`config.mk`:
```
export PLATFORM = sky130hd
export DESIGN_NAME = memwb_stage
export DESIGN_NICKNAME = d
export VERILOG_FILES = /design/src/rtl/memwb_pkg.sv /design/src/rtl/memwb_stage_load_extend.sv /design/src/rtl/memwb_stage.sv
export SDC_FILE = /design/constraint.sdc
export NUM_CORES = 1
export LEC_CHECK = 0
export ABC_AREA = 1
export CORE_MARGIN = 2
export CORE_UTILIZATION = 50
export DETAILED_ROUTE_END_ITERATION = 16
export PLACE_DENSITY = 0.81
export SLEW_MARGIN = 10
export SYNTH_ARGS = -nofsm -noshare
export SYNTH_HDL_FRONTEND = slang
export SYNTH_HIERARCHICAL = 1
export SYNTH_SLANG_ARGS = --single-unit
export TNS_END_PERCENT = 30
```
`constraint.sdc`:
```
create_clock -name clk -period 1.5 [get_ports clk]
set_clock_uncertainty 0.05 [all_clocks]
set_input_delay 0.3 -clock clk [delete_from_list [all_inputs] [get_ports clk]]
set_output_delay 0.3 -clock clk [all_outputs]
set_load 0.005 [all_outputs]
```
`src/rtl/memwb_pkg.sv`:
```
// memwb_pkg: shared types and constants for the MEM/WB write-back stage.
// Holds the RISC-V load funct3 encodings, the stored entry layout and the
// datapath width legality check used at elaboration time.
package memwb_pkg;

  // Widest datapath and register index an entry can carry
  localparam int ENTRY_XLEN = 64;
  localparam int ENTRY_RD_W = 5;

  // Only RV32 and RV64 datapaths are supported
  localparam int XLEN_NARROW = 32;
  localparam int XLEN_WIDE   = 64;

  // RISC-V load funct3 encodings; encoding 7 is unused and yields zero
  typedef enum logic [2:0] {
    LOAD_LB  = 3'd0,
    LOAD_LH  = 3'd1,
    LOAD_LW  = 3'd2,
    LOAD_LD  = 3'd3,
    LOAD_LBU = 3'd4,
    LOAD_LHU = 3'd5,
    LOAD_LWU = 3'd6
  } load_type_e;

  // One write-back entry as held in the main or skid register
  typedef struct packed {
    logic                  reg_write;
    logic [ENTRY_RD_W-1:0] rd;
    logic [ENTRY_XLEN-1:0] data;
  } memwb_entry_t;

  // True when the datapath width is one the stage can be built for
  function automatic bit isLegalXlen(input int xlen);
    return (xlen == XLEN_NARROW) || (xlen == XLEN_WIDE);
  endfunction

endpackage

```
`src/rtl/memwb_stage_load_extend.sv`:
```
// load_extend: combinational byte-lane extraction and sign/zero extension
// of an aligned memory word for RISC-V loads. The word is shifted right by
// the byte offset (zeros enter from the top), then the low byte, half, word
// or full width is selected and extended according to funct3. On a 32-bit
// datapath LD and LWU behave exactly like LW.
module load_extend
  import memwb_pkg::*;
#(
  parameter int XLEN = 64,
  localparam int OB  = $clog2(XLEN / 8)
) (
  input  logic [XLEN-1:0] data_i,
  input  logic [OB-1:0]   offset_i,
  input  logic [2:0]      load_type_i,
  output logic [XLEN-1:0] data_o
);

  logic [XLEN-1:0] shifted;
  logic [XLEN-1:0] wordSext;
  logic [XLEN-1:0] wordZext;

  assign shifted = data_i >> {offset_i, 3'b000};

  // Word extension only exists on a 64-bit datapath; on 32 bits it is a pass
  generate
    if (XLEN == XLEN_WIDE) begin : gWideWord
      assign wordSext = {{32{shifted[31]}}, shifted[31:0]};
      assign wordZext = {32'b0, shifted[31:0]};
    end else begin : gNarrowWord
      assign wordSext = shifted;
      assign wordZext = shifted;
    end
  endgenerate

  // Select and extend the addressed lane according to the load funct3
  always_comb begin
    data_o = '0;
    case (load_type_e'(load_type_i))
      LOAD_LB:  data_o = {{(XLEN-8){shifted[7]}}, shifted[7:0]};
      LOAD_LH:  data_o = {{(XLEN-16){shifted[15]}}, shifted[15:0]};
      LOAD_LW:  data_o = wordSext;
      LOAD_LD:  data_o = (XLEN == XLEN_WIDE) ? shifted : wordSext;
      LOAD_LBU: data_o = {{(XLEN-8){1'b0}}, shifted[7:0]};
      LOAD_LHU: data_o = {{(XLEN-16){1'b0}}, shifted[15:0]};
      LOAD_LWU: data_o = (XLEN == XLEN_WIDE) ? wordZext : wordSext;
      default:  data_o = '0;
    endcase
  end

endmodule

```
`src/rtl/memwb_stage.sv`:
```
// memwb_stage: MEM/WB pipeline stage with valid/ready handshake and a
// two-entry (main + skid) buffer. The write-back value is resolved on the
// input path (load extension or ALU result) and registered. Writes to x0
// are never qualified on out_reg_write.
// Optional feature: define MEMWB_FWD_EN to drive the fwd_* bypass port from
// the main entry; otherwise fwd_* are tied to zero.
module memwb_stage
  import memwb_pkg::*;
#(
  parameter int XLEN   = 64,
  parameter int REG_AW = 5
) (
  input  logic              clk,
  input  logic              rst_n,
  input  logic              flush,
  input  logic              in_valid,
  output logic              in_ready,
  input  logic              in_mem_to_reg,
  input  logic              in_reg_write,
  input  logic [2:0]        in_load_type,
  input  logic [XLEN-1:0]   in_read_data,
  input  logic [XLEN-1:0]   in_alu_result,
  input  logic [REG_AW-1:0] in_rd,
  output logic              out_valid,
  input  logic              out_ready,
  output logic              out_reg_write,
  output logic [REG_AW-1:0] out_rd,
  output logic [XLEN-1:0]   out_data,
  output logic              fwd_valid,
  output logic [REG_AW-1:0] fwd_rd,
  output logic [XLEN-1:0]   fwd_data
);

  localparam int OB = $clog2(XLEN / 8);

  // Refuse to elaborate for a width the entry layout cannot hold
  generate
    if (!isLegalXlen(XLEN) || (REG_AW > ENTRY_RD_W)) begin : gBadConfig
      $error("memwb_stage: XLEN must be 32 or 64 and REG_AW must fit the entry");
    end
  endgenerate

  logic [XLEN-1:0] extData;
  memwb_entry_t    newEntry;
  memwb_entry_t    mainEntry_q, mainEntry_d;
  memwb_entry_t    skidEntry_q, skidEntry_d;
  logic            mainValid_q, mainValid_d;
  logic            skidValid_q, skidValid_d;
  logic            accept;
  logic            drain;

  load_extend #(
    .XLEN(XLEN)
  ) uLoadExtend (
    .data_i     (in_read_data),
    .offset_i   (in_alu_result[OB-1:0]),
    .load_type_i(in_load_type),
    .data_o     (extData)
  );

  // Build the entry to store: final write-back value chosen at input time
  always_comb begin
    newEntry                 = '0;
    newEntry.reg_write       = in_reg_write;
    newEntry.rd[REG_AW-1:0]  = in_rd;
    newEntry.data[XLEN-1:0]  = in_mem_to_reg ? extData : in_alu_result;
  end

  assign accept = in_valid & ~skidValid_q;
  assign drain  = mainValid_q & out_ready;

  // Next-state of the main/skid pair; flush wins over accept and drain
  always_comb begin
    mainEntry_d = mainEntry_q;
    skidEntry_d = skidEntry_q;
    mainValid_d = mainValid_q;
    skidValid_d = skidValid_q;
    if (flush) begin
      mainValid_d = 1'b0;
      skidValid_d = 1'b0;
    end else if (skidValid_q) begin
      if (drain) begin
        mainEntry_d = skidEntry_q;
        mainValid_d = 1'b1;
        skidValid_d = 1'b0;
      end
    end else if (accept) begin
      if (!mainValid_q || drain) begin
        mainEntry_d = newEntry;
        mainValid_d = 1'b1;
      end else begin
        skidEntry_d = newEntry;
        skidValid_d = 1'b1;
      end
    end else if (drain) begin
      mainValid_d = 1'b0;
    end
  end

  // Storage registers, cleared asynchronously by reset
  always_ff @(posedge clk or negedge rst_n) begin
    if (!rst_n) begin
      mainEntry_q <= '0;
      skidEntry_q <= '0;
      mainValid_q <= 1'b0;
      skidValid_q <= 1'b0;
    end else begin
      mainEntry_q <= mainEntry_d;
      skidEntry_q <= skidEntry_d;
      mainValid_q <= mainValid_d;
      skidValid_q <= skidValid_d;
    end
  end

  assign in_ready      = ~skidValid_q;
  assign out_valid     = mainValid_q;
  assign out_rd        = mainEntry_q.rd[REG_AW-1:0];
  assign out_data      = mainEntry_q.data[XLEN-1:0];
  assign out_reg_write = mainValid_q & mainEntry_q.reg_write & (out_rd != '0);

`ifdef MEMWB_FWD_EN
  assign fwd_valid = out_reg_write;
  assign fwd_rd    = out_rd;
  assign fwd_data  = out_data;
`else
  assign fwd_valid = 1'b0;
  assign fwd_rd    = '0;
  assign fwd_data  = '0;
`endif

endmodule

```
==> impl_metrics.json <==
{
  "synth_seq_area_share_pct": 31.8,
  "critPathLaunchType": "flip-flop",
  "final.setup.tns_ps": -7780,
  "drtIter0Drc": 1383,
  "report.final.slew_viol_count": 0,
  "synth-main-ff-cell": "dfrtp_1",
  "crit_buf_inv": 6,
  "htree_levels": 4,
  "violations": "setup timing",
  "dp_slack_ps": -874,
  "pwr-share-clk_pct": 27.7,
  "cpMostUsedCell": "buf_6",
  "rsz0062_at_grt": "true",
  "finalWorstSetupSlack_ps": -192,
  "crit_path_end_kind": "flip-flop",
  "place_hpwl_um": 25100,
  "grt_max_degree": 47,
  "final_common_cell": "nand2_1",
  "syn_inst": 1748,
  "p_leak_nw": 8.83,
  "synthArstFlopShare_pct": 100,
  "place_congestion": 0.974,
  "routed_wirelength_um": 42700,
  "yosys-top-cells-area": "dfrtp_1 32%, nand2_1 27%, buf_4 10%",
  "grt_pass1_wl_um": 63900,
  "final_antenna_net_count": 0,
  "io_buffer_count": 214,
  "grt.total_usage_pct": 34.2,
  "syn_area_sq_um": 11200,
  "final_cell_mix": "670 x nand2_1, 153 x inv_1, 140 x dfrtp_1",
  "drc_errors": 0,
  "yosysWarnings": 6,
  "drt_first_pass_iters": 6,
  "crit_family": "buffers and inverters",
  "status": "finished with violations",
  "cap_violations": 0,
  "hold_viol": 0,
  "ys_types": 32,
  "cts_inserted_buffers": 17,
  "vias": 12800,
  "wl_per_cell_um": 18.6,
  "pwr-share-comb_pct": 36.3,
  "power_switching_w": 0.00562,
  "post-route-period-util_pct": 113,
  "die_x_um": 153,
  "dieArea_sq_um": 23500,
  "power_density_nw_per_um2": 984,
  "post-route-min-period_ps": 1690,
  "required_ps": 1820,
  "routed-wl-met3_um": 4490,
  "cts_buffer_depth": 2,
  "hold_path.class": "primary input to asynchronous set/reset pin",
  "dr_wl_met2_um": 19800,
  "slowest_delay_ps": 420,
  "p_int_w": 0.0102,
  "avgSynthCellArea_sq_um": 6.38,
  "syn_to_final_growth_pct": 44.4,
  "cts_tree": "yes",
  "gr-total-overflow": 0,
  "max_freq_mhz": 591,
  "start_util_pct": 51.0,
  "core_region_area_sq_um": 21900,
  "cp_slowest_cell": "dfrtp_2",
  "via_per_inst": 5.56,
  "worstSetupPathType": "flip-flop to flip-flop",
  "clock-sinks": 142,
  "timing.final.setup_violations": 85,
  "cts.clk_slew.worst_paths_ps": 70,
  "synth_top_cell_by_area": "dfrtp_1",
  "die_h_um": 153,
  "grt_pass1_vias": 12000,
  "clock-root-buffer": "clkbuf_16",
  "nNetsFinal": 2143,
  "wl_met1_um": 16500,
  "power_frac_seq_pct": 36.0,
  "whs_ps": 259,
  "top_layer": "met4",
  "synth_edf_count": 0,
  "max-vdd-ir-drop_uv": 687,
  "crit_fanout": 6,
  "multi_input_area_sq_um": 6270,
  "switching_share_pct": 35.5,
  "postLayoutCoreUtil_pct": 73.6,
  "drive_above_1_share_pct": 24.4,
  "seqCellArea_sq_um": 3560,
  "critical_path.cell_chain": "buf_6 -> o21bai_4 -> buf_6 -> inv_6 -> nand2_8 -> buf_6 -> buf_12 -> buf_16 -> nand2_2 -> nand2_1",
  "nFillCells": 1663,
  "ios": 285,
  "cp.arrival_ps": 2010,
  "clkLatencyLatePin_ps": 430,
  "synth_seq_cells": 142,
  "antenna_found_initial": 1,
  "synth.top_cell.area_share_pct": 31.8,
  "rows": 54
}
cell usage after synthesis, types with 2 or more instances:
cell type  number
o21ai_2        14
dfrtp_1       142
inv_1         160
buf_4         149
o211ai_1       15
a21oi_1        21
nand3_1       142
buf_6          37
nor2_1         19
nand2_2         2
o21ai_0        96
o21ai_1        25
o211a_1         2
nand2_1       798
nor3_1          4
nand4_1        41
buf_2          40
clkbuf_1       21
inv_2           7
area by class of cell:
type                    count  share of cell area (%)
diodes                      1                  0.0155
clock buffers              19                    2.81
clock inverters            13                   0.947
inverters                 169                    4.11
multi-input cells        1261                    38.9
flip-flops and latches    142                    22.1
well taps                 280                    2.17
repair buffers            409                    29.0
worst reg2reg max path, delay by kind of cell, from the launching register on:
kind | cells | cell delay (ps)
compound gates | 1 | 250
simple gates | 3 | 200
flops | 1 | 420
buf+inv | 6 | 720
state kept, by name, summed over array words and instances, names as in the netlist:
register / flops
out_rd: 5
out_data: 64
out_valid: 1
skidValid_q: 1
mainEntry_q: 1
skidEntry_q: 70
stage by stage:
stage,area (sq um),instances,power (W)
after floorplan,11600,1817,0.00871
after global placement,13400,2184,0.0103
after detailed placement,13400,2184,0.0104
after CTS,15500,2282,0.0153
after global routing,16100,2294,0.0166
final,16100,2294,0.0159
worst paths after layout:
path                                     from               to  slack, ps  depth (start not counted)
min in group clk                in_mem_to_reg  skidEntry_q[53]        290                          4
worst min-delay path                    rst_n  skidEntry_q[52]        260                          2
worst max register to register    skidValid_q     out_data[23]       -190                         10
max in group asynchronous               rst_n     out_data[46]        580                          3
worst min register to register    out_data[5]      out_data[5]        420                          2
worst max-delay path              skidValid_q     out_data[23]       -190                         10
logic make-up after synthesis:
family / count (synthesis) / synth area share [%]
other cells: 1 / 0.0336
simple gates: 1014 / 37.3
buf+inv: 417 / 22.0
compound gates: 174 / 8.82
flops: 142 / 31.8
metal layers:
metal / global-route usage [%] / vias up
met4: 14.8 / 0
met3: 6.63 / 179
li1: - / 5764
met5: 0 / -
met1: 45.8 / 5953
met2: 54.2 / 860
power by group through the flow:
stage / Combinational, W / Sequential, W / Clock (W)
final: 0.00576 / 0.00570 / 0.00440
after global routing: 0.00623 / 0.00580 / 0.00457
after CTS: 0.00529 / 0.00559 / 0.00438
after detailed placement: 0.00480 / 0.00563 / 0
after global placement: 0.00467 / 0.00559 / 0
after floorplan: 0.00327 / 0.00544 / 0
what timing repair did:
item                                    CTS  global route
pin swaps                                59            65
hold buffers                              1             0
endpoints found under the hold margin    21             0
resized for setup                       260           213
cloned                                   25             8
setup buffers                            42            14
endpoints found under the setup margin  207           146
(Power assumes the default switching activity.)
